## src/rtl/mips32_pkg.sv

```systemverilog
// Shared MIPS32 definitions: memory geometry, loader FSM states, loader error bits.
package mips32_pkg;

  localparam int unsigned MEM_WORDS    = 1024;
  localparam logic [7:0]  SYNC_DEFAULT = 8'hA5;

  localparam int unsigned ERR_CSUM    = 0;
  localparam int unsigned ERR_RANGE   = 1;
  localparam int unsigned ERR_TIMEOUT = 2;

  typedef enum logic [2:0] {
    StHunt,
    StAddrH,
    StAddrL,
    StCntH,
    StCntL,
    StData,
    StCsum,
    StStart
  } ld_state_e;

  // Full 16-bit base is checked so a base beyond the memory is also rejected.
  function automatic logic range_overflow(input logic [15:0]  base,
                                          input logic [15:0]  count,
                                          input int unsigned  addr_w);
    logic [16:0] sum;
    sum = {1'b0, base} + {1'b0, count};
    return sum > (17'd1 << addr_w);
  endfunction

endpackage

```

## src/rtl/mips32_prog_loader.sv

```systemverilog
// Framed byte-stream loader: assembles big-endian words into core memory and
// holds the core until a frame with a good checksum has been written.
module mips32_prog_loader
  import mips32_pkg::*;
#(
  parameter int unsigned ADDR_W  = $clog2(MEM_WORDS),
  parameter logic [7:0]  SYNC    = SYNC_DEFAULT,
  parameter int unsigned TIMEOUT = 1000
) (
  input  logic              clk1,
  input  logic              rst_n,
  input  logic              s_valid,
  output logic              s_ready,
  input  logic [7:0]        s_data,
  output logic              mem_we,
  output logic [ADDR_W-1:0] mem_addr,
  output logic [31:0]       mem_wdata,
  output logic              cpu_hold,
  output logic              cpu_start,
  output logic              busy,
  output logic              done,
  output logic [2:0]        err
);

  localparam int unsigned TW = $clog2(TIMEOUT + 1);

  ld_state_e         state_q, state_d;
  logic              ready_q;
  logic [15:0]       base_q, base_d;
  logic [15:0]       count_q, count_d;
  logic [15:0]       words_q, words_d;
  logic [1:0]        byte_cnt_q, byte_cnt_d;
  logic [23:0]       shift_q, shift_d;
  logic [7:0]        csum_q, csum_d;
  logic [ADDR_W-1:0] ptr_q, ptr_d;
  logic [ADDR_W-1:0] mem_addr_q, mem_addr_d;
  logic [31:0]       wdata_q, wdata_d;
  logic              we_q, we_d;
  logic              hold_q, hold_d;
  logic              done_q, done_d;
  logic              busy_q, busy_d;
  logic [2:0]        err_q, err_d;
  logic [TW-1:0]     idle_q, idle_d;

  logic        accept;
  logic [15:0] cnt_full;

  assign accept   = s_valid && s_ready;
  assign cnt_full = {count_q[15:8], s_data};

  always_comb begin
    state_d    = state_q;
    base_d     = base_q;
    count_d    = count_q;
    words_d    = words_q;
    byte_cnt_d = byte_cnt_q;
    shift_d    = shift_q;
    csum_d     = csum_q;
    ptr_d      = ptr_q;
    mem_addr_d = mem_addr_q;
    wdata_d    = wdata_q;
    we_d       = 1'b0;
    hold_d     = hold_q;
    done_d     = done_q;
    busy_d     = busy_q;
    err_d      = err_q;
    idle_d     = idle_q;

    unique case (state_q)
      StHunt: begin
        if (accept && s_data == SYNC) begin
          state_d = StAddrH;
          busy_d  = 1'b1;
          hold_d  = 1'b1;
          done_d  = 1'b0;
          err_d   = '0;
          csum_d  = '0;
        end
      end
      StAddrH: begin
        if (accept) begin
          base_d[15:8] = s_data;
          csum_d       = csum_q ^ s_data;
          state_d      = StAddrL;
        end
      end
      StAddrL: begin
        if (accept) begin
          base_d[7:0] = s_data;
          ptr_d       = ADDR_W'({base_q[15:8], s_data});
          csum_d      = csum_q ^ s_data;
          state_d     = StCntH;
        end
      end
      StCntH: begin
        if (accept) begin
          count_d[15:8] = s_data;
          csum_d        = csum_q ^ s_data;
          state_d       = StCntL;
        end
      end
      StCntL: begin
        if (accept) begin
          count_d    = cnt_full;
          words_d    = '0;
          byte_cnt_d = '0;
          csum_d     = csum_q ^ s_data;
          if (range_overflow(base_q, cnt_full, ADDR_W)) begin
            err_d[ERR_RANGE] = 1'b1;
          end
          state_d = (cnt_full == 16'd0) ? StCsum : StData;
        end
      end
      StData: begin
        if (accept) begin
          csum_d     = csum_q ^ s_data;
          shift_d    = {shift_q[15:0], s_data};
          byte_cnt_d = byte_cnt_q + 2'd1;
          if (byte_cnt_q == 2'd3) begin
            // After a range error the payload is drained but never written.
            if (!err_q[ERR_RANGE]) begin
              we_d       = 1'b1;
              wdata_d    = {shift_q, s_data};
              mem_addr_d = ptr_q;
            end
            ptr_d   = ptr_q + 1'b1;
            words_d = words_q + 16'd1;
            if (words_q + 16'd1 == count_q) begin
              state_d = StCsum;
            end
          end
        end
      end
      StCsum: begin
        if (accept) begin
          busy_d = 1'b0;
          if (s_data != csum_q) begin
            err_d[ERR_CSUM] = 1'b1;
          end
          if (s_data == csum_q && !err_q[ERR_RANGE]) begin
            state_d = StStart;
            hold_d  = 1'b0;
            done_d  = 1'b1;
          end else begin
            state_d = StHunt;
          end
        end
      end
      StStart: begin
        state_d = StHunt;
      end
      default: begin
        state_d = StHunt;
      end
    endcase

    // Idle watchdog only runs while a frame is open.
    if (accept) begin
      idle_d = '0;
    end else if (state_q != StHunt && state_q != StStart) begin
      if (idle_q == TW'(TIMEOUT - 1)) begin
        err_d[ERR_TIMEOUT] = 1'b1;
        busy_d             = 1'b0;
        state_d            = StHunt;
        idle_d             = '0;
      end else begin
        idle_d = idle_q + 1'b1;
      end
    end
  end

  always_ff @(posedge clk1 or negedge rst_n) begin
    if (!rst_n) begin
      state_q    <= StHunt;
      ready_q    <= 1'b0;
      base_q     <= '0;
      count_q    <= '0;
      words_q    <= '0;
      byte_cnt_q <= '0;
      shift_q    <= '0;
      csum_q     <= '0;
      ptr_q      <= '0;
      mem_addr_q <= '0;
      wdata_q    <= '0;
      we_q       <= 1'b0;
      hold_q     <= 1'b1;
      done_q     <= 1'b0;
      busy_q     <= 1'b0;
      err_q      <= '0;
      idle_q     <= '0;
    end else begin
      state_q    <= state_d;
      ready_q    <= 1'b1;
      base_q     <= base_d;
      count_q    <= count_d;
      words_q    <= words_d;
      byte_cnt_q <= byte_cnt_d;
      shift_q    <= shift_d;
      csum_q     <= csum_d;
      ptr_q      <= ptr_d;
      mem_addr_q <= mem_addr_d;
      wdata_q    <= wdata_d;
      we_q       <= we_d;
      hold_q     <= hold_d;
      done_q     <= done_d;
      busy_q     <= busy_d;
      err_q      <= err_d;
      idle_q     <= idle_d;
    end
  end

  assign s_ready   = ready_q && (state_q != StStart);
  assign mem_we    = we_q;
  assign mem_addr  = mem_addr_q;
  assign mem_wdata = wdata_q;
  assign cpu_hold  = hold_q;
  assign cpu_start = (state_q == StStart);
  assign busy      = busy_q;
  assign done      = done_q;
  assign err       = err_q;

endmodule

```

## config.mk

```make
export PLATFORM = sky130hd
export DESIGN_NAME = mips32_prog_loader
export DESIGN_NICKNAME = d
export VERILOG_FILES = /design/src/rtl/mips32_pkg.sv /design/src/rtl/mips32_prog_loader.sv
export SDC_FILE = /design/constraint.sdc
export NUM_CORES = 1
export LEC_CHECK = 0
export CAP_MARGIN = 25
export CORE_AREA = 2 2 90 157
export DETAILED_ROUTE_END_ITERATION = 8
export DIE_AREA = 0 0 92 159
export PLACE_DENSITY_LB_ADDON = 0.2
export SYNTH_ARGS = -nofsm -noshare
export SYNTH_HDL_FRONTEND = slang
export SYNTH_SLANG_ARGS = --single-unit
```

## constraint.sdc

```tcl
create_clock -name clk1 -period 6.5 [get_ports clk1]
set_input_delay 1.95 -clock clk1 [delete_from_list [all_inputs] [get_ports clk1]]
set_output_delay 1.95 -clock clk1 [all_outputs]
set_load 0.02 [all_outputs]
```

==> impl_summary.txt <==
----------------------------------------------------
[Place]
  Half-perimeter wire length of the detailed placement result ... around 14 mm
  Placed instance area ... around 8600 µm²
  RePlAce Congestion ... 0.931
  Count of port buffers added during placement ... between 60 and 70

[Synth]
  Post-synthesis sequential element count ... 155
  Cell taking the most area after synthesis ... sky130_fd_sc_hd__dfrtp_1
  Net Count, Synth ... 774
  Most instantiated cells after synthesis ... sky130_fd_sc_hd__dfrtp_1, sky130_fd_sc_hd__mux2_2, sky130_fd_sc_hd__o21ai_0
  Avg Synthesized Cell Area ... between 10 and 15 µm²
  Number of enable flip-flop cells after synthesis ... 0
  Number of different library cells in the post-synthesis netlist ... 63
  Prevailing post-synth register cell ... sky130_fd_sc_hd__dfrtp_1
  Top post-synthesis cells by area ... sky130_fd_sc_hd__dfrtp_1, sky130_fd_sc_hd__mux2_2, sky130_fd_sc_hd__o21ai_0, sky130_fd_sc_hd__xnor2_1, sky130_fd_sc_hd__nand2_1
  Ys async rst share ... 100%
  Sequential cell area fraction in the yosys report ... around half
  Synth warnings ... 0
  Fraction of post-synthesis cell area in the top cell type by area ... around half
  Cell with the most instances after synthesis ... sky130_fd_sc_hd__dfrtp_1
  Cell Area, Synth ... between 7000 and 8000 µm²
  Synthesized netlist cell count ... about 740

[Final layout]
  Final Cell Area ... between 9000 and 10000 µm²
  Inserted Diodes ... 0
  Post-synthesis to final-layout area growth ... 17.8%
  Final core utilization ... between 60% and 70%
  Total number of nets in the final design ... around 830
  FF+latch area ... roughly 3900 µm²
  Final-layout fill cell count ... just over 1000
  Share of post-route cells with drive strength above 1 ... 19.1%
  Area used by multi-input combinational logic ... between 3000 and 4000 µm²

[STA]
  Remaining max-slew budget at the tightest pin ... between 40% and 50%
  Setup repair after global routing missed its margin ... false
  Final Hold Viols ... 0
  Final hold slack ... around 470 ps
  Timing-limited maximum frequency ... approximately 210 MHz
  Minimum clock period after layout ... ~4800 ps
  Finish-stage setup viols ... 0
  Number of max-slew violations in the final report ... 0
  Transition time at the pin with the least slew margin ... around 900 ps
  Total Neg Setup Slack ... 0 ps
  Tcrit/Tclk final ... 73.7%
  Worst-case clock skew ... 10.8 ps

[Clocking]
  Clock slew at the register clock pins of the worst setup and hold paths ... around 70 ps
  Buffer levels on the longest clock path ... 2
  CTS root buffer ... sky130_fd_sc_hd__clkbuf_16
  Post-CTS Resized ... 0
  Number of setup buffers added after CTS ... 0
  Number of sinks on the clock net ... between 150 and 200
  Quantity of hold-fixing buffers added after cts ... 0
  Clock latency on the worst-skew pair ... approximately 420 ps
  Level count of the clock H-tree ... 4
  TritonCTS Buffers ... 17
  CTS tree ... done

[Routing]
  Antenna violation net count after detailed routing ... 0
  Average wire length per cell after detail routing ... about 19 µm
  DR pass1 iterations ... 5
  DR iter-0 viols ... about 270
  Residual DRC count ... 0
  Per-cell via count in the routed design ... just over 6
  Count of vias placed by the detailed router ... slightly above 6000
  Aggregate routed wire length ... ~19 mm

[Floorplanning]
  Core ar. ... approximately 13000 µm²
  Num ports ... 62
  Effective utilization at floorplan ... between 50% and 60%
  Die Span Y ... around 160 µm
  Count of standard-cell rows ... 56
  Die ar. ... between 10000 and 15000 µm²
  Chip width ... a little over 90 µm

[GRT]
  First-pass GRT wire length ... approximately 32 mm
  Pin count of the biggest net entering global routing ... between 100 and 150
  Total gr overflow ... 0
  Vias in the first global route ... 6283
  Number of antenna violations at the first check in global routing ... 0
  Total routing usage reported by global routing ... between 20 and 30%

[Power]
  Total power divided by cell area ... 393 nW/µm²
  Power consumption ... roughly 3.6 mW
  Worst IR Drop VDD ... 0.197 mV
  Standby leakage power ... 4.10 nW

[Setup path]
  Element type at the critical path start ... input port
  Number of cells on the worst reg-to-reg path ... 7
  WP data arrival ... 5090 ps
  Critical path fanouts, max ... 12
  Endpoint required time on the critical path ... just under 7000 ps
  Beginning of the worst register-to-register path ... state_q[2]$_DFF_PN0_
  Reg2Reg Capture Point ... mem_wdata[22]$_DFFE_PN0P_
  Crit path capture type ... flop
  Type of the setup path with the least slack ... in2reg
  Flop-to-flop setup slack ... about 3300 ps

[Min path]
  Cell count of the worst hold path ... 2
  Endpoint with the worst hold slack ... cpu_hold$_DFFE_PN1P_
  Launch point of the worst hold path ... cpu_hold$_DFFE_PN1P_
  Worst min path class ... reg2reg

[Run status]
  Status ... finished, final reports clean

[Flow run]
  Number of max-cap violations ... 0

----------------------------------------------------
==> layer usage <==
| layer | share of wire (%) | vias up | GRT usage (%) |
|---|---|---|---|
| met5 | 0 | - | 0 |
| met4 | 3.2 | 0 | 10.2 |
| met3 | 3.9 | 47 | 5.16 |
| met2 | 55 | 192 | 50.7 |
| met1 | 38 | 3031 | 31.1 |
| li1 | - | 2775 | - |
==> critical path: stages <==
cell                              delay (ps)
sky130_fd_sc_hd__clkdlybuf4s50_1         770
sky130_fd_sc_hd__ha_1                    280
sky130_fd_sc_hd__inv_1                    60
sky130_fd_sc_hd__fa_1                    400
sky130_fd_sc_hd__nor2b_1                 170
sky130_fd_sc_hd__o31a_1                  140
sky130_fd_sc_hd__nor4_1                   50
sky130_fd_sc_hd__o31ai_1                 380
sky130_fd_sc_hd__a31oi_1                 210
sky130_fd_sc_hd__mux2_2                  310
sky130_fd_sc_hd__nor4_1                  240
sky130_fd_sc_hd__a21oi_1                 110
==> flip-flops by register name (all words and copies together) (netlist names) <==
signal and cells:
idle_q 10, shift_q 24, mem_wdata 32, done 1
words_q 16, mem_addr 10, count_q 16, mem_we 1
ptr_q 10, base_q 16, state_q 3, busy 1
ready_q 1, cpu_hold 1, err 3, byte_cnt_q 2
csum_q 8
==> cells in the final DEF (no fill, tap or decap), types with 3 or more instances in the layout <==
| cell | netlist | final |
|---|---|---|
| sky130_fd_sc_hd__nor3_1 | 6 | 6 |
| sky130_fd_sc_hd__xor2_1 | 16 | 16 |
| sky130_fd_sc_hd__nor2b_1 | 5 | 5 |
| sky130_fd_sc_hd__and3_1 | 6 | 6 |
| sky130_fd_sc_hd__o21ai_0 | 78 | 78 |
| sky130_fd_sc_hd__o2111ai_1 | 4 | 4 |
| sky130_fd_sc_hd__nand3_1 | 28 | 28 |
| sky130_fd_sc_hd__ha_1 | 20 | 20 |
| sky130_fd_sc_hd__mux2_2 | 95 | 95 |
| sky130_fd_sc_hd__buf_4 | 0 | 9 |
| sky130_fd_sc_hd__nand4_1 | 11 | 11 |
| sky130_fd_sc_hd__nor2_1 | 58 | 58 |
| sky130_fd_sc_hd__a31oi_1 | 4 | 4 |
| sky130_fd_sc_hd__o31ai_1 | 6 | 6 |
| sky130_fd_sc_hd__inv_8 | 0 | 5 |
| sky130_fd_sc_hd__clkbuf_16 | 0 | 17 |
| sky130_fd_sc_hd__and2_1 | 6 | 6 |
| sky130_fd_sc_hd__xnor2_1 | 32 | 32 |
| sky130_fd_sc_hd__nand2b_1 | 4 | 4 |
| sky130_fd_sc_hd__bufinv_16 | 0 | 3 |
| sky130_fd_sc_hd__or3_1 | 6 | 6 |
| sky130_fd_sc_hd__clkdlybuf4s50_1 | 0 | 60 |
| sky130_fd_sc_hd__a211oi_1 | 4 | 4 |
| sky130_fd_sc_hd__or2_2 | 4 | 4 |
| sky130_fd_sc_hd__nor4_1 | 10 | 10 |
| sky130_fd_sc_hd__o22ai_1 | 4 | 4 |
| sky130_fd_sc_hd__inv_1 | 10 | 10 |
| sky130_fd_sc_hd__a21oi_1 | 25 | 25 |
| sky130_fd_sc_hd__nand2_1 | 71 | 71 |
| sky130_fd_sc_hd__o211ai_1 | 3 | 3 |
| sky130_fd_sc_hd__dfrtp_1 | 154 | 154 |
==> layout make-up <==
class / count / share of cell area, %
clock buffers: 17 / 4.60
flip-flops and latches: 155 / 42.0
multi-input cells: 546 / 41.1
repair buffers: 70 / 7.35
well taps: 174 / 2.36
inverters: 10 / 0.406
clock inverters: 14 / 2.22
==> report_power, final <==
part           internal [mW]  total [mW]  switching, mW  leakage (nW)
logic                  0.515        1.17          0.657          1.74
registers               1.16        1.40          0.242          2.05
clock network          0.622        1.06          0.433         0.306
==> how the worst max path moves through the flow <==
| stage | startpoint | to | cells past startpoint |
|---|---|---|---|
| after floorplan | s_data[1] | err[1]$_DFFE_PN0P_ | 11 |
| after detailed placement | s_data[0] | err[1]$_DFFE_PN0P_ | 12 |
| after CTS | s_data[0] | err[1]$_DFFE_PN0P_ | 12 |
| after global routing | s_data[0] | err[1]$_DFFE_PN0P_ | 12 |
| after global placement | s_data[0] | err[1]$_DFFE_PN0P_ | 12 |
| final | s_data[0] | err[1]$_DFFE_PN0P_ | 12 |
==> through the flow <==
stage | cells | worst slack, ps
floorplan | 742 | 2200
global placement | 955 | 1430
detailed placement | 955 | 1320
CTS | 986 | 1760
global route | 986 | 1530
finish | 986 | 1710
==> cells by family (layout without fill, tap and decap cells) <==
| kind of cell | after synthesis | in the layout | share of synthesized area (%) |
|---|---|---|---|
| and+or+nand+nor | 233 | 233 | 14.8 |
| DFF | 155 | 155 | 49.5 |
| AOI/OAI and AO/OA | 148 | 148 | 11.0 |
| muxes | 95 | 95 | 13.6 |
| xor gates and xnor gates | 48 | 48 | 5.36 |
| buffers and inverters | 41 | 111 | 2.22 |
| adders and majority gates | 21 | 21 | 3.45 |
| other | 1 | 1 | 0.0478 |
No activity file was read; power rests on OpenSTA's default activity.
